==> src/rtl/regfile_cz_param.sv <==
// regfile_cz_param: parametrised register file with C/Z flags, PC slot and flag-gated conditional writes
// Ports: clk, rst_n (async active-low); pc_we/pc_in load rf[PC_REG]; we/cz_cond/wa/wd general write
// gated on pre-edge flags (cz_cond 00 always, 10 C, 01 Z, 11 C&Z); c_we/z_we/c_in/z_in flag update;
// ra1/ra2 -> rd1/rd2 and dbg_ra -> dbg_rd combinational reads; c_out/z_out flags;
// wr_done/wr_squash registered commit/suppress pulses.
// Build option REGFILE_BYPASS_EN adds same-cycle write-through on rd1/rd2 (never on dbg_rd).
module regfile_cz_param #(
  parameter int DATA_W = 16,
  parameter int ADDR_W = 3,
  parameter int PC_REG = 0
) (
  input  logic              clk,
  input  logic              rst_n,
  input  logic              pc_we,
  input  logic [DATA_W-1:0] pc_in,
  input  logic              we,
  input  logic [1:0]        cz_cond,
  input  logic [ADDR_W-1:0] wa,
  input  logic [DATA_W-1:0] wd,
  input  logic              c_we,
  input  logic              z_we,
  input  logic              c_in,
  input  logic              z_in,
  input  logic [ADDR_W-1:0] ra1,
  input  logic [ADDR_W-1:0] ra2,
  output logic [DATA_W-1:0] rd1,
  output logic [DATA_W-1:0] rd2,
  input  logic [ADDR_W-1:0] dbg_ra,
  output logic [DATA_W-1:0] dbg_rd,
  output logic              c_out,
  output logic              z_out,
  output logic              wr_done,
  output logic              wr_squash
);
  localparam int NREGS = 2 ** ADDR_W;
  logic [DATA_W-1:0] rf_q [NREGS];
  logic [DATA_W-1:0] rf_d [NREGS];
  logic c_q, c_d, z_q, z_d, wr_done_q, wr_done_d, wr_squash_q, wr_squash_d;
  logic cond_ok, commit;
  always_comb begin
    cond_ok = (~cz_cond[1] | c_q) & (~cz_cond[0] | z_q);
    commit = we & cond_ok;
    for (int i = 0; i < NREGS; i++)
      rf_d[i] = (pc_we && i == PC_REG) ? pc_in : (commit && wa == ADDR_W'(i)) ? wd : rf_q[i];
    c_d = c_we ? c_in : c_q;
    z_d = z_we ? z_in : z_q;
    wr_done_d = commit;
    wr_squash_d = we & ~cond_ok;
  end
  always_ff @(posedge clk or negedge rst_n)
    if (!rst_n) begin
      rf_q <= '{default: '0};
      c_q <= 1'b0;
      z_q <= 1'b0;
      wr_done_q <= 1'b0;
      wr_squash_q <= 1'b0;
    end else begin
      rf_q <= rf_d;
      c_q <= c_d;
      z_q <= z_d;
      wr_done_q <= wr_done_d;
      wr_squash_q <= wr_squash_d;
    end
`ifdef REGFILE_BYPASS_EN
  localparam logic [ADDR_W-1:0] PC_A = ADDR_W'(PC_REG);
  logic hit;
  // pc_in overrides a general write to the PC slot, so that write must not be forwarded
  assign hit = commit & ~(pc_we & (wa == PC_A));
  assign rd1 = (hit && ra1 == wa) ? wd : (pc_we && ra1 == PC_A) ? pc_in : rf_q[ra1];
  assign rd2 = (hit && ra2 == wa) ? wd : (pc_we && ra2 == PC_A) ? pc_in : rf_q[ra2];
`else
  assign rd1 = rf_q[ra1];
  assign rd2 = rf_q[ra2];
`endif
  assign dbg_rd = rf_q[dbg_ra];
  assign c_out = c_q;
  assign z_out = z_q;
  assign wr_done = wr_done_q;
  assign wr_squash = wr_squash_q;
endmodule
==> config.mk <==
export PLATFORM = sky130hd
export DESIGN_NAME = regfile_cz_param
export DESIGN_NICKNAME = d
export VERILOG_FILES = /design/src/rtl/regfile_cz_param.sv
export SDC_FILE = /design/constraint.sdc
export NUM_CORES = 1
export LEC_CHECK = 0
export CAP_MARGIN = 15
export CORE_MARGIN = 5
export CORE_UTILIZATION = 40
export CTS_CLUSTER_DIAMETER = 200
export DETAILED_ROUTE_END_ITERATION = 10
export GPL_TIMING_DRIVEN = 0
export PLACE_DENSITY = 0.58
export SLEW_MARGIN = 10
export SYNTH_ARGS = -nofsm -noshare
export SYNTH_HDL_FRONTEND = slang
export SYNTH_SLANG_ARGS = --single-unit
==> constraint.sdc <==
create_clock -name clk -period 3.6 [get_ports clk]
set_input_delay 0.54 -clock clk [delete_from_list [all_inputs] [get_ports clk]]
set_output_delay 0.54 -clock clk [all_outputs]
set_load 0.01 [all_outputs]
# Word level (Yosys, flattened, before mapping)
# Index checks and enable logic that the tools add are counted.
# word_totals
reg_bits,132
latchBits,0
mem_bits_rw,0
romBits,0
in_bits,54
output_inout_bits,52
word_cells,54
memories,0
# classes
add_sub_neg,0
n_mul,0
div_mod_pow,0
order_cmp,3
n_eq_ne,7
shift,0
n_mux,11
n_bitwise,11
reduce_logical,10
# op_table
cell,count
binary-select mux 16 bit (select 3 bit),3
2-to-1 mux 16 bit,8
"equality test 3 bit, second input constant",4
">= comparator 4 bit, second input constant",3
NOT 3 -> 4 bit,3
logical AND 1 bit,8
"equality test 3 x 2 -> 1 bit, second input constant",2
AND 1 bit,3
"equality test 3 x 1 -> 1 bit, second input constant",1
logical NOT 3 bit,1
NOT 1 bit,3
bitwise OR 1 bit,2
nonzero test 2 bit,1

# Logic depth before layout (Yosys ltp)
# logic_depth
ltp_word,7
depth_mapped,6
ltp_nobuf,3

# Least setup slack after synthesis
# Ideal clock, no wire load.
# synth_path
kind,input to output
from,in dbg_ra[0]
to,out dbg_rd[0]
arrival_ns,1.870
setup_slack_ns,1.190
stages,4
cell_sequence,clkbuf_1 buf_2 mux4_2 mux2_2
# synth_via
elab_chain_cells,4
# synth_rtl
element,line,rtl
from (decl),28,"input logic [ADDR_W-1:0] dbg_ra,"
NOT 3 -> 4 bit (not written as such),75,assign dbg_rd = rf_q[dbg_ra];
binary-select mux 16 bit (select 3 bit),75,
2-to-1 mux 16 bit (not written as such) (2 in a row),75,
to (decl),29,"output logic [DATA_W-1:0] dbg_rd,"
# No other way between the ends. The select of a mux whose other input is x is not followed.

# Worst setup path after layout
# layout_path
from,in dbg_ra[1]
to,out dbg_rd[13]
# Same word-level chain as after synthesis.

==> results.cfg <==
[critical_path]
cpMostUsedCell = clkdlybuf4s50_1
slowest_stage = clkdlybuf4s50_1
setup.worst_path.end_class = output pin
reg2reg_to = rf_q[30]
r2r-start = z_out
crit_buf_inv = 3
max_stage_delay_ns = 0.62
r2r_cells = 5
crit_chain = clkdlybuf4s50_1 -> clkbuf_2 -> mux4_2 -> mux2_2 -> clkdlybuf4s50_1
cp-start-kind = input pin
reg2reg_slack_ns = 1.62
worstPathArrival_ns = 2.81
crit_fanout = 10
worstSetupPathType = in2out
cp.required_ns = 3.06
cp_top_family = buffers and inverters

[cts]
numCtsBuffers = 17
cts_hold_buf = 0
cts.clk_slew.worst_paths_ns = 0.06
clk_latency_ns = 0.43
htree_levels = 4
cts_sinks = 132
cts_tree = done
clock_path_buffers = 2
post_cts_buffers = 0
cts-root-buf = clkbuf_16

[route]
ant_nets = 0
via_per_inst = 6.16
vias = 5718
wire_per_inst_um = 27.5
drtIter0Drc = 323
first_pass_iters = 5
drcViolationCount = 0
routed_wl_um = 25600

[synthesis]
synthDistinctLibCells = 23
yosysMostFrequentCell = mux2_2
syn_nets = 582
yosysSeqAreaShare_pct = 40.5
yosys-top-cells-count = mux2_2, dfrtp_1, mux4_2, clkbuf_1
synthTopCellsByArea = dfrtp_1, mux4_2, mux2_2
synth_top_area_share_pct = 40.5
synthArstFlopShare_pct = 100
synth_edf_count = 0
netlist_area_mm2 = 0.00815
yosysWarnings = 0
synth_flop_cell = dfrtp_1
syn_inst = 528
synth_seq_cells = 132
netlist.top_cell.by_area = dfrtp_1
syn_area_per_cell_um2 = 15.4

[die]
die_area_mm2 = 0.0233
die-width_um = 153
rows = 52
num_io_pins = 106
die-height_um = 153
start_util_pct = 40.4
core-area_mm2 = 0.0202

[timing]
setup_viol = 0
max_slew.worst_pin.slew_ns = 1.02
fin_ws_ns = 0.247
fin_crit_sh_pct = 93.1
slew_headroom_pct = 32.1
hold_violations = 0
timing.final.crit_period_ns = 3.35
rsz0062_at_grt = false
hold_ws_ns = 0.0919
fin_worst_skew_ns = 0.00972
max_freq_mhz = 298
finalMaxSlewViolations = 0

[power_and_ir_drop]
max-vdd-ir-drop_uv = 321
p_per_area_mw_per_mm2 = 599
leakage_uw = 0.00402

[placed_design]
dpl_cell_area_mm2 = 0.00951
dp.cells = 898
gp_congestion = 0.802
hpwl_um = 17600
dp_slack_ns = -0.135
port_buffers = 99

[global_route]
grt_pass1_vias = 6124
grt_pass1_wl_um = 39000
antenna_found_initial = 0
grt_use_total_pct = 22.5
grt_overflow = 0
grt_max_degree = 78

[cells_and_area]
n_fill_cell = 1760
areaGrowthSynthToFinish_pct = 25.1
fin_util_pct = 50.6
finish.instance_area_mm2 = 0.0102
drive_gt1_share_pct = 50.5
stdcell_count = 929
nets = 701
diodes = 0

[run]
cap_violations = 0

[worst_hold_path]
hp-class = in2async

[outcome]
status = complete, no violations
## cell families after synthesis
family | count (synthesis) | share of synthesized area, %
flip-flops | 132 | 40.5
multiplexers | 258 | 48.9
buffers and inverters | 52 | 3.22
AO/OA/AOI/OAI | 33 | 2.85
AND/OR/NAND/NOR | 53 | 4.51
## per-stage QoR
stage / power, uW / TNS [ns]
final: 6110 / 0
after global routing: 6390 / 0
after CTS: 6140 / 0
after detailed placement: 4110 / -2.23
after global placement: 4030 / -466.42
after floorplan: 3330 / 0
## what timing repair did
item	in CTS	in global routing
resized for setup	6	7
endpoints found under the setup margin	34	27
pin swaps	0	0
## where the power goes
part	internal [uW]	switching (uW)	leakage (uW)
Clock	1330	683	0.000329
Combinational	1230	657	0.00209
Sequential	1860	345	0.00160
Total	4420	1690	0.00402
## cell type report
| cell class | count | area, um2 | area share [%] |
|---|---|---|---|
| plain buffers | 51 | 270 | 2.65 |
| clock buffers | 19 | 453 | 4.44 |
| clock inverters | 12 | 228 | 2.23 |
| inverters | 1 | 3.75 | 0.0368 |
| multi-input cells | 344 | 4590 | 45.0 |
| flip-flops and latches | 132 | 3300 | 32.4 |
| well taps | 270 | 338 | 3.31 |
| repair buffers | 100 | 1020 | 10.0 |
## placed cells by master (no fill, tap or decap), drive strengths merged
cell type / n
clkdlybuf4s50: 98
clkbuf: 43
nor4b: 1
a21boi: 1
and3: 2
nor2b: 2
or4b: 1
buf: 29
dfrtp: 132
and3b: 3
mux4: 96
bufinv: 6
nor3b: 3
nand4: 23
inv: 1
nand2b: 2
clkinvlp: 1
o31ai: 16
nor2: 16
a31oi: 16
clkinv: 5
mux2: 162
## worst max-delay path by stage
stage            endpoint  slack [ns]  cells after the start  startpoint
6_report       dbg_rd[13]        0.25                      5   dbg_ra[1]
5_1_grt           rd2[15]        0.20                      5      ra2[1]
4_1_cts         dbg_rd[3]        0.01                      5   dbg_ra[1]
3_5_place_dp   dbg_rd[13]       -0.14                      5   dbg_ra[1]
3_3_place_gp        c_out       -3.53                      1       rst_n
2_1_floorplan   dbg_rd[0]        1.19                      4   dbg_ra[0]
## flip-flops by register name (all words and copies together) (netlist names)
signal	cells
rf_q	128
wr_squash	1
wr_done	1
z_out	1
c_out	1
## layer usage
layer  global-route usage [%]  vias to the layer above  routed length [um]
met2                     35.5                      245               12400
met5                        0                        -                   0
met1                     29.8                     3029               10700
met3                     5.14                       51                1460
met4                     9.97                        0                1020
li1                         -                     2393                   -
(Power assumes the default switching activity.)
